`src/rtl/hazard_controller_pkg.sv`:
```
`default_nettype none
// ============================================================================
// Module   : hazard_controller_pkg
// Brief    : Shared tags, forward codes and shadow-stage type for the hazard
//            controller of the 16-bit five-stage core.
// Revision : 1.0 - initial release
// ============================================================================
package hazard_controller_pkg;

    localparam int TAG_WIDTH = 4;

    localparam logic [TAG_WIDTH-1:0] TAG_NONE = 4'hF;
    localparam logic [TAG_WIDTH-1:0] TAG_IH   = 4'h8;
    localparam logic [TAG_WIDTH-1:0] TAG_SP   = 4'h9;

    typedef enum logic [1:0] {
        FWD_RF    = 2'd0,
        FWD_EXMEM = 2'd1,
        FWD_MEMWB = 2'd2
    } fwd_e;

    typedef struct packed {
        logic [TAG_WIDTH-1:0] tag;
        logic                 isLoad;
        logic                 isStore;
        logic                 writesT;
        logic                 valid;
    } stage_t;

    function automatic stage_t stage_bubble();
        stage_t s;
        s.tag     = TAG_NONE;
        s.isLoad  = 1'b0;
        s.isStore = 1'b0;
        s.writesT = 1'b0;
        s.valid   = 1'b0;
        return s;
    endfunction

endpackage
`default_nettype wire

```
`src/rtl/hazard_controller_match.sv`:
```
`default_nettype none
// ============================================================================
// Module   : hazard_match
// Brief    : Compares one ID source tag (and the T-flag read) against one
//            shadow pipeline stage.
// Revision : 1.0 - initial release
// ============================================================================
module hazard_match
    import hazard_controller_pkg::*;
(
    input  logic [TAG_WIDTH-1:0] src_tag_i,
    input  logic                 src_use_i,
    input  logic                 reads_t_i,
    input  stage_t               stage_i,
    output logic                 reg_match_o,
    output logic                 t_match_o
);

    // Tag F marks "no destination" and must never alias a real source.
    assign reg_match_o = src_use_i && stage_i.valid &&
                         (stage_i.tag == src_tag_i) &&
                         (stage_i.tag != TAG_NONE);

    assign t_match_o   = reads_t_i && stage_i.valid && stage_i.writesT;

endmodule
`default_nettype wire

```
`src/rtl/hazard_controller.sv`:
```
`default_nettype none
// ============================================================================
// Module   : hazard_controller
// Brief    : Stall / bubble / flush / forwarding control from an EX+MEM shadow
//            pipeline. Optional forwarding: define HAZARD_FORWARDING_EN.
// Revision : 1.0 - initial release
// ============================================================================
module hazard_controller
    import hazard_controller_pkg::*;
#(
    parameter int TAG_W = TAG_WIDTH
) (
    input  logic             clk,
    input  logic             rst,
    input  logic [TAG_W-1:0] id_registerX,
    input  logic [TAG_W-1:0] id_registerY,
    input  logic [TAG_W-1:0] id_registerZ,
    input  logic             id_useX,
    input  logic             id_useY,
    input  logic             id_isLoad,
    input  logic             id_isStore,
    input  logic             id_readsT,
    input  logic             id_writesT,
    input  logic             ex_branchTaken,
    input  logic             freeze,
    output logic             pc_stall,
    output logic             ifid_stall,
    output logic             ifid_flush,
    output logic             idex_bubble,
    output logic [1:0]       forwardX,
    output logic [1:0]       forwardY
);

    stage_t ex_q, mem_q, ex_d;
    stage_t w_stage [2];

    logic [1:0] w_mx, w_my, w_tx, w_ty;
    logic       w_t_any, w_raw, w_struct;
    fwd_e       w_fx, w_fy;

    assign w_stage[0] = ex_q;
    assign w_stage[1] = mem_q;

    // Index 0 = EX stage, index 1 = MEM stage.
    genvar s;
    generate
        for (s = 0; s < 2; s++) begin : g_stage
            hazard_match u_match_x (
                .src_tag_i   (id_registerX),
                .src_use_i   (id_useX),
                .reads_t_i   (id_readsT),
                .stage_i     (w_stage[s]),
                .reg_match_o (w_mx[s]),
                .t_match_o   (w_tx[s])
            );
            hazard_match u_match_y (
                .src_tag_i   (id_registerY),
                .src_use_i   (id_useY),
                .reads_t_i   (id_readsT),
                .stage_i     (w_stage[s]),
                .reg_match_o (w_my[s]),
                .t_match_o   (w_ty[s])
            );
        end
    endgenerate

    // T is never forwarded, so any in-flight writer of T stalls a reader.
    assign w_t_any  = (|w_tx) | (|w_ty);
    assign w_struct = mem_q.isLoad | mem_q.isStore;

`ifdef HAZARD_FORWARDING_EN
    function automatic fwd_e fwd_code(input logic ex_m, input logic mem_m,
                                      input logic ex_load);
        if (ex_m && !ex_load) return FWD_EXMEM;
        if (mem_m)            return FWD_MEMWB;
        return FWD_RF;
    endfunction

    assign w_raw = ((w_mx[0] | w_my[0]) & ex_q.isLoad) | w_t_any;
    assign w_fx  = fwd_code(w_mx[0], w_mx[1], ex_q.isLoad);
    assign w_fy  = fwd_code(w_my[0], w_my[1], ex_q.isLoad);
`else
    assign w_raw = (|w_mx) | (|w_my) | w_t_any;
    assign w_fx  = FWD_RF;
    assign w_fy  = FWD_RF;
`endif

    always_comb begin
        pc_stall    = 1'b0;
        ifid_stall  = 1'b0;
        ifid_flush  = 1'b0;
        idex_bubble = 1'b0;
        forwardX    = FWD_RF;
        forwardY    = FWD_RF;
        if (rst) begin
            if (freeze) begin
                pc_stall   = 1'b1;
                ifid_stall = 1'b1;
            end else if (ex_branchTaken) begin
                ifid_flush  = 1'b1;
                idex_bubble = 1'b1;
            end else if (w_raw) begin
                pc_stall    = 1'b1;
                ifid_stall  = 1'b1;
                idex_bubble = 1'b1;
            end else begin
                // A RAM conflict loses the fetch but the ID instruction still issues.
                if (w_struct) begin
                    pc_stall   = 1'b1;
                    ifid_flush = 1'b1;
                end
                forwardX = w_fx;
                forwardY = w_fy;
            end
        end
    end

    always_comb begin
        ex_d = stage_bubble();
        if (!idex_bubble) begin
            ex_d.tag     = id_registerZ;
            ex_d.isLoad  = id_isLoad;
            ex_d.isStore = id_isStore;
            ex_d.writesT = id_writesT;
            ex_d.valid   = 1'b1;
        end
    end

    always_ff @(posedge clk or negedge rst) begin
        if (!rst) begin
            ex_q  <= stage_bubble();
            mem_q <= stage_bubble();
        end else if (!freeze) begin
            mem_q <= ex_q;
            ex_q  <= ex_d;
        end
    end

endmodule
`default_nettype wire

```
`config.mk`:
```
export PLATFORM = sky130hd
export DESIGN_NAME = hazard_controller
export DESIGN_NICKNAME = d
export VERILOG_FILES = /design/src/rtl/hazard_controller_pkg.sv /design/src/rtl/hazard_controller_match.sv /design/src/rtl/hazard_controller.sv
export SDC_FILE = /design/constraint.sdc
export NUM_CORES = 1
export LEC_CHECK = 0
export BUFFER_PORTS_ARGS = -buffer_cell sky130_fd_sc_hd__buf_4
export CAP_MARGIN = 20
export CORE_ASPECT_RATIO = 0.6
export CORE_UTILIZATION = 45
export CTS_BUF_LIST = sky130_fd_sc_hd__clkbuf_4 sky130_fd_sc_hd__clkbuf_8
export DETAILED_ROUTE_END_ITERATION = 16
export PLACE_DENSITY = 0.81
export REMOVE_ABC_BUFFERS = 1
export SETUP_SLACK_MARGIN = 0.02
export SYNTH_ARGS = -nofsm -noshare
export SYNTH_HDL_FRONTEND = slang
export SYNTH_SLANG_ARGS = --single-unit
```
`constraint.sdc`:
```
create_clock -name clk -period 4.6 [get_ports clk]
set_clock_uncertainty 0.2 [all_clocks]
set_input_delay 0.46 -clock clk [delete_from_list [all_inputs] [get_ports clk]]
set_output_delay 0.46 -clock clk [all_outputs]
set_load 0.02 [all_outputs]
```
[Word-level counts from Yosys, hierarchy flattened]
Cells that the tools add are included.
Word-level totals
  input port bits: 22
  output and inout port bits: 8
  bits in registers: 16
  word-level logic and storage cells: 55
Operators by class
  eq/ne operators: 6
  reductions and logical operators: 19
  mux-type cells: 17
  bitwise gates (word level): 3
Operator list (number)
  $eq 4x4->1: 4
  $logic_and 1x1->1: 16
  $mux 1: 16
  $mux 8: 1
  $ne 4x4->1 const B: 2
  $reduce_or 2->1: 3
  $or 1x1->1: 3

[Longest topological paths before layout]
Gate-level depths: netlist (run 1).
  depth after elaboration: 11
  depth in mapped cells: 6
  gate-level depth less buffers: 5

[Modules after synthesis]
From an unflattened synthesis (run 1), not the netlist that was laid out.
Second synthesis, totals
  cells, all modules: 100
  area, all modules: 1047.3 um2
By module, submodules not included
  hazard_controller: sequential area each 410.4 um2, area each 772.0 um2, cells each 64, times used 1
  hazard_match: sequential area each 0.0 um2, area each 68.8 um2, cells each 9, times used 4

[Least setup slack after synthesis (run 1)]
OpenSTA, ideal clock, no wires.
  path kind: register -> output
  start point: register ex_q[6] (netlist name)
  end point: output port pc_stall
  cell stages (with the launch flop): 7
  setup slack: 2.106 ns
  path buffers: 1
  arrival time: 1.834 ns
  required time: 3.940 ns
  path through: dfstp_2 -> or2b_1 -> o2111ai_1 -> o41a_1 -> o211a_1 -> buf_6 -> a31oi_1
Between the ends
  longest elaborated chain between the ends: 10
  elaborated cells on any way between the ends: 15
  those cells by class: eq/ne (3); mux (4); bitwise (2); reduce/logical (6)
Ends and longest elaborated chain
  start, declared: RTL line hazard_controller.sv:34  | stage_t ex_q, mem_q, ex_d;
  start signal, assigned: RTL line hazard_controller.sv:131  | ex_q <= stage_bubble();
  $eq 4x4->1: RTL line hazard_controller_match.sv:21  | (stage_i.tag == src_tag_i) &&
  $logic_and 1x1->1: RTL line hazard_controller_match.sv:20  | assign reg_match_o = src_use_i && stage_i.valid &&
  $logic_and 1x1->1: RTL line hazard_controller_match.sv:21
  $reduce_or 2->1: RTL line hazard_controller.sv:83  | assign w_raw = (|w_mx) | (|w_my) | w_t_any;
  $or 1x1->1 (*) (2 in series): RTL line hazard_controller.sv:83
  $mux 1 (*): RTL line hazard_controller.sv:102  | end else if (w_raw) begin
  $mux 1 (*): RTL line hazard_controller.sv:99  | end else if (ex_branchTaken) begin
  $mux 1 (*): RTL line hazard_controller.sv:96  | if (freeze) begin
  $mux 1 (*): RTL line hazard_controller.sv:95  | if (rst) begin
  end, declared: RTL line hazard_controller.sv:26  | output logic pc_stall,
Mark *: on every way between the ends. The rest lies on a longest branch, timed or not.

[Worst setup path in the final report (run 1)]
Ends and elaborated chain as after synthesis.

==> results of run 1 <==
## stage by stage
stage               setup slack (ns)  total power (W)  instances  area (µm²)  hold WS [ns]
floorplan                       2.13         0.000266        103         978       -0.0356
global placement                2.07         0.000309        156        1200         0.136
detailed placement              2.02         0.000317        156        1200         0.142
CTS                             1.79         0.000446        161        1270         0.225
global route                    1.65         0.000468        161        1270         0.229
finish                          1.79         0.000443        161        1270         0.229
## logic make-up after synthesis
logic type / Yosys count
AO/OA/AOI/OAI: 32
XOR/XNOR: 13
buffers and inverters: 16
flip-flops: 16
multiplexers: 5
other: 1
AND/OR/NAND/NOR: 24
## Yosys cell counts (all sizes together), types with 2 or more instances
library cell / instances
dfrtp: 8
a21oi: 2
o21ai: 7
xnor2: 3
a31o: 3
nand2: 9
nor2: 4
a31oi: 5
buf: 6
xor2: 10
inv: 8
or2b: 3
mux2: 5
o22ai: 5
nor3: 3
dfstp: 8
a22o: 4
nand4: 2
## repair_timing
item                                   in CTS  in global routing
hold buffers                                1                  0
endpoints found under the hold margin       8                  0
buffers inserted                            0                  0
resized for setup                           0                  0
## per-layer routing
layer / GRT usage [%] / wire length [µm]
met1: 30.3 / 1160
met2: 37.5 / 1160
met3: 7.65 / 191
met4: 11.9 / 60
met5: 0 / 0
## flip-flops by register name (all words and copies together) (netlist names)
name   cells
ex_q       8
mem_q      8
## final timing paths
| kind | slack, ns | cells past startpoint | to | from |
|---|---|---|---|---|
| max | 1.79 | 6 | pc_stall | ex_q[6] |
| min | 0.23 | 3 | ex_q[5] | id_registerZ[1] |
| max reg2reg | 2.50 | 5 | ex_q[3] | ex_q[6] |
| min reg2reg | 0.31 | 1 | mem_q[1] | mem_q[1] |
| max in group asynchronous | 3.49 | 2 | ex_q[7] | rst |
| min in group asynchronous | 0.44 | 2 | mem_q[0] | rst |
## cell type report
| class | instances | share of cell area [%] |
|---|---|---|
| Clock buffer | 4 | 4.35 |
| Inverter | 9 | 2.67 |
| Multi-Input combinational cell | 78 | 42.2 |
| Sequential cell | 16 | 32.4 |
| Tap cell | 28 | 2.77 |
| Timing Repair Buffer | 26 | 15.6 |
## worst reg2reg max path: cells and delay by family, from the launching register on
kind | cells | cell delay, ns
AO/OA/AOI/OAI | 4 | 1.09
flip-flops | 1 | 0.59
AND/OR/NAND/NOR | 1 | 0.12
## report_power, final
group	switching (W)	internal (W)
combinational	0.0000621	0.0000591
sequential	0.0000248	0.000170
clock	0.0000502	0.0000761
==> flow_summary.toml, run 1 <==
[status]
outcome = "completed"

[clock_network]
cts_made_buffers = 3
path_clk_slew_ns = 0.07
clk_latency_ns = 0.26
cts_max_level = 1
cts_tree = "yes"
clkSinkCount = 16
cts_buffer_depth = 2
clock-root-buffer = "clkbuf_8"

[die]
die_area_um2 = 2480
core_region_area_um2 = 2000
dieWidth_um = 63.6
start_util_pct = 51.3
rows = 12
pin_count = 30
die_h_um = 38.9

[sta]
min_period_over_period_pct = 61.1
drv_slew = 0
hold_violations = 0
min_period_ns = 2.81
fin_tns_setup_ns = 0
finalSetupViolCount = 0
max_freq_mhz = 356
rsz0062_at_grt = "no"

[route]
drc = 0
wl_um = 2580
ant_nets = 0
dr.pass1.iters = 4
drt_iter0_markers = 35
routed_via_density = 5.57
via_count = 897
wl_per_cell_um = 16.0

[logic_synthesis]
yosysSeqAreaShare_pct = 40.1
syn_area_per_cell_um2 = 9.57
synth_top_family_by_area = "compound AO/OA/AOI/OAI gates"
synthMuxAreaShare_pct = 5.50
syn_area_um2 = 1020
yosys_register_bits = 16
yosys.area_share.simple_pct = 11.9
synth_compound_area_share_pct = 22.2
synth_ff_type = "dfstp_2"
synth_xor_xnor_area_share_pct = 11.1
synthDominantCellAreaShare_pct = 20.5
yosys_warnings = 0
synth-adder-area-share_pct = 0
netlist_instances = 107
yosysTopAreaCell = "dfstp_2"
synth_area_leaders = "dfstp_2 (21%), dfrtp_1 (20%), xor2_1 (8.6%)"
ys_async_sr_fraction_pct = 100
synth_cell_types = 33
synth_edf_count = 0

[global_route]
antenna_found_initial = 0
grt_pass1_vias = 838
grt_max_degree = 21
grt_pass1_wl_um = 4100
grt_overflow = 0
groute.usage.overall_pct = 24.0

[worst_setup_path]
crit_buf_inv = 1
startpoint_type = "flop"
critPathKind = "flop to primary output"
cp-end-kind = "primary output"
path_max_fanout = 10
crit_arrival_ns = 2.15
required_ns = 3.94
path_delay_family = "compound AO/OA/AOI/OAI gates"
crit_chain = "or2b_1 -> o2111ai_1 -> o41a_1 -> o211a_1 -> a31oi_1 -> buf_4"
cpPeakStageDelay_ns = 0.59
cp_slowest_cell = "dfstp_2"

[layout]
syn_to_final_growth_pct = 23.7
fillers = 184
mostFrequentLayoutCell = "buf_4"
multiInputGateArea_um2 = 534
final_util_pct = 63.4
nets = 156
diodes = 0
final_layout_size_suffix_gt1_share_pct = 35.3
seqCellArea_um2 = 410
final_cell_mix = "buf_4 (25), xor2_1 (10), nand2_1 (9)"

[place]
gp_congestion = 0.897
port_buffers = 25
dp_hpwl_um = 1980

[worst_hold_path]
hold_path_class = "input port to flop"

[job]
cap_violations = 0

[pwr]
p_per_area_nw_per_um2 = 349
ir_drop_mv = 0.243
leakagePower_nw = 0.578
No activity file was read; power rests on OpenSTA's default activity.
==> run 2, diff against run 1 <==
--- a/config.mk
+++ b/config.mk
@@ -5,13 +5,14 @@
 export SDC_FILE = /design/constraint.sdc
 export NUM_CORES = 1
 export LEC_CHECK = 0
+export ABC_AREA = 1
 export BUFFER_PORTS_ARGS = -buffer_cell sky130_fd_sc_hd__buf_4
 export CAP_MARGIN = 20
 export CORE_ASPECT_RATIO = 0.6
 export CORE_UTILIZATION = 45
 export CTS_BUF_LIST = sky130_fd_sc_hd__clkbuf_4 sky130_fd_sc_hd__clkbuf_8
 export DETAILED_ROUTE_END_ITERATION = 16
-export PLACE_DENSITY = 0.81
+export PLACE_DENSITY = 0.8
 export REMOVE_ABC_BUFFERS = 1
 export SETUP_SLACK_MARGIN = 0.02
 export SYNTH_ARGS = -nofsm -noshare
==> constraint.sdc (replaced) <==
create_clock -name clk -period 2.8 [get_ports clk]
set_clock_uncertainty 0.2 [all_clocks]
set_input_delay 0.28 -clock clk [delete_from_list [all_inputs] [get_ports clk]]
set_output_delay 0.28 -clock clk [all_outputs]
set_load 0.02 [all_outputs]
==> flow_summary.toml, run 2 <==
[status]
outcome = "completed"

[place]
dp_hpwl_um = 2080
port_buffers = 25
placed_cells = 220
gp_congestion = 0.993

[layout]
diodes = 0
final_cell_mix = "nand2_1 (72), buf_4 (25), inv_1 (18)"
syn_to_final_growth_pct = 22.7
final_layout_size_suffix_gt1_share_pct = 26.2
fin_cells = 225
nets = 218
fillers = 206
largest_registers = "ex_q: 8 flops, mem_q: 8 flops"
mostFrequentLayoutCell = "nand2_1"
final_util_pct = 59.8

[worst_setup_path]
path_max_fanout = 5
crit_arrival_ns = 1.89
cp-end-kind = "primary output"
reg2reg_depth = 11
required_ns = 2.32
critPathKind = "flop to primary output"
rr_startpoint = "mem_q[4]"
worst-r2r-setup-slack_ns = 1.07
timing.rr.end = "ex_q[1]"
startpoint_type = "flop"

[sta]
hold_ws_ns = 0.0460
min_period_over_period_pct = 84.7
hold_violations = 0
finalSetupViolCount = 0
drv_slew = 0
fin_tns_setup_ns = 0
max_freq_mhz = 422
min_period_ns = 2.37
rsz0062_at_grt = "no"

[global_route]
grt_pass1_wl_um = 4100
antenna_found_initial = 0
grt_overflow = 0
grt_max_degree = 25
grt_pass1_vias = 919
groute.usage.overall_pct = 22.3

[job]
cap_violations = 0

[die]
core_region_area_um2 = 2230
dieWidth_um = 65.4
die_area_um2 = 2620
start_util_pct = 48.7
rows = 13
pin_count = 30
die_h_um = 40.1

[logic_synthesis]
synth_cell_types = 21
synth_common_cells = "nand2_1 (72), inv_1 (18), nor2_1 (12)"
synth-adder-area-share_pct = 0
synthDominantCellAreaShare_pct = 24.9
synth_ff_type = "dfstp_2"
synth_xor_xnor_area_share_pct = 0
synth_edf_count = 0
synth_most_common_cell = "nand2_1"
netlist_instances = 169
yosys.area_share.simple_pct = 38.2
synth_top_family_by_area = "simple AND/OR/NAND/NOR gates"
synth_compound_area_share_pct = 9.91
yosys_warnings = 0
synthMuxAreaShare_pct = 0
yosys_register_bits = 16
yosysSeqAreaShare_pct = 37.8
yosysTopAreaCell = "nand2_1"
syn_area_per_cell_um2 = 6.43
syn_area_um2 = 1090
synth_area_leaders = "nand2_1 (25%), dfstp_2 (19%), dfrtp_1 (18%)"
ys_async_sr_fraction_pct = 100

[worst_hold_path]
hold_path_end = "ex_q[3]"
hold_path_class = "input port to flop"
min_path_cells = 3
hp-start = "id_isLoad"

[pwr]
leakagePower_nw = 0.765
power_w = 0.000676
p_per_area_nw_per_um2 = 507
ir_drop_mv = 0.303

[clock_network]
cts_setup_buffers = 0
clk_latency_ns = 0.26
cts_buffer_depth = 2
clock-root-buffer = "clkbuf_8"
path_clk_slew_ns = 0.07
cts_made_buffers = 3
clkSinkCount = 16
cts_max_level = 1
cts_tree = "yes"

[route]
via_count = 1106
drt_iter0_markers = 72
drc = 0
wl_per_cell_um = 11.6
ant_nets = 0
wl_um = 2620
routed_via_density = 4.92
dr.pass1.iters = 4
run 2: per-layer routing:
layer | up-vias | GRT usage [%] | wire [µm]
met5 | - | 0 | 0
met4 | 0 | 5.43 | 47
met3 | 8 | 7.10 | 212
met2 | 52 | 39.7 | 1180
met1 | 484 | 27.1 | 1180
li1 | 562 | - | -
run 2: final cells by class:
type / instances / area (µm²) / area share [%]
multi-input combinational: 124 / 538 / 40.4
timing repair buffer: 26 / 198 / 14.8
sequential: 16 / 410 / 30.8
tap: 30 / 37.5 / 2.82
inverter: 25 / 93.8 / 7.04
clock buffer: 4 / 55.1 / 4.13
run 2: kinds of logic (layout without fill, tap and decap cells):
group	after synthesis	in the layout
and+or+nand+nor	100	100
AOI/OAI and AO/OA	20	20
other	1	4
DFF	16	16
buffers and inverters	32	55
run 2: worst max-delay path, cell delays in order (launching register included):
cell	delay (ns)
dfstp_2	0.59
inv_2	0.06
nand2_1	0.05
o21ai_1	0.05
nor2_1	0.12
nand3_1	0.08
nand2_1	0.08
nand2_2	0.06
nand3_1	0.12
nand2_1	0.08
a21oi_1	0.17
buf_4	0.17
run 2: power breakdown:
part	internal, W	switching [W]
Clock	0.000125	0.0000855
Combinational	0.0000685	0.0000984
Sequential	0.000269	0.0000298
run 2: worst max-delay path by stage:
stage | startpoint | endpoint | slack, ns
2_1_floorplan | mem_q[4] | pc_stall | 0.87
3_3_place_gp | ex_q[7] | pc_stall | 0.81
3_5_place_dp | ex_q[7] | ifid_stall | 0.76
4_1_cts | rst | ifid_flush | 0.45
5_1_grt | ex_q[7] | ifid_stall | 0.32
6_report | ex_q[7] | ifid_stall | 0.43
run 2: repair_timing:
action,CTS,global route
hold endpoints to repair,16,0
gates resized for setup,0,0
hold buffers,1,0
run 2: stage by stage:
step	setup slack [ns]	instance area, µm²
floorplan	0.867	1040
global placement	0.809	1270
detailed placement	0.759	1270
CTS	0.451	1330
global route	0.318	1330
finish	0.428	1330
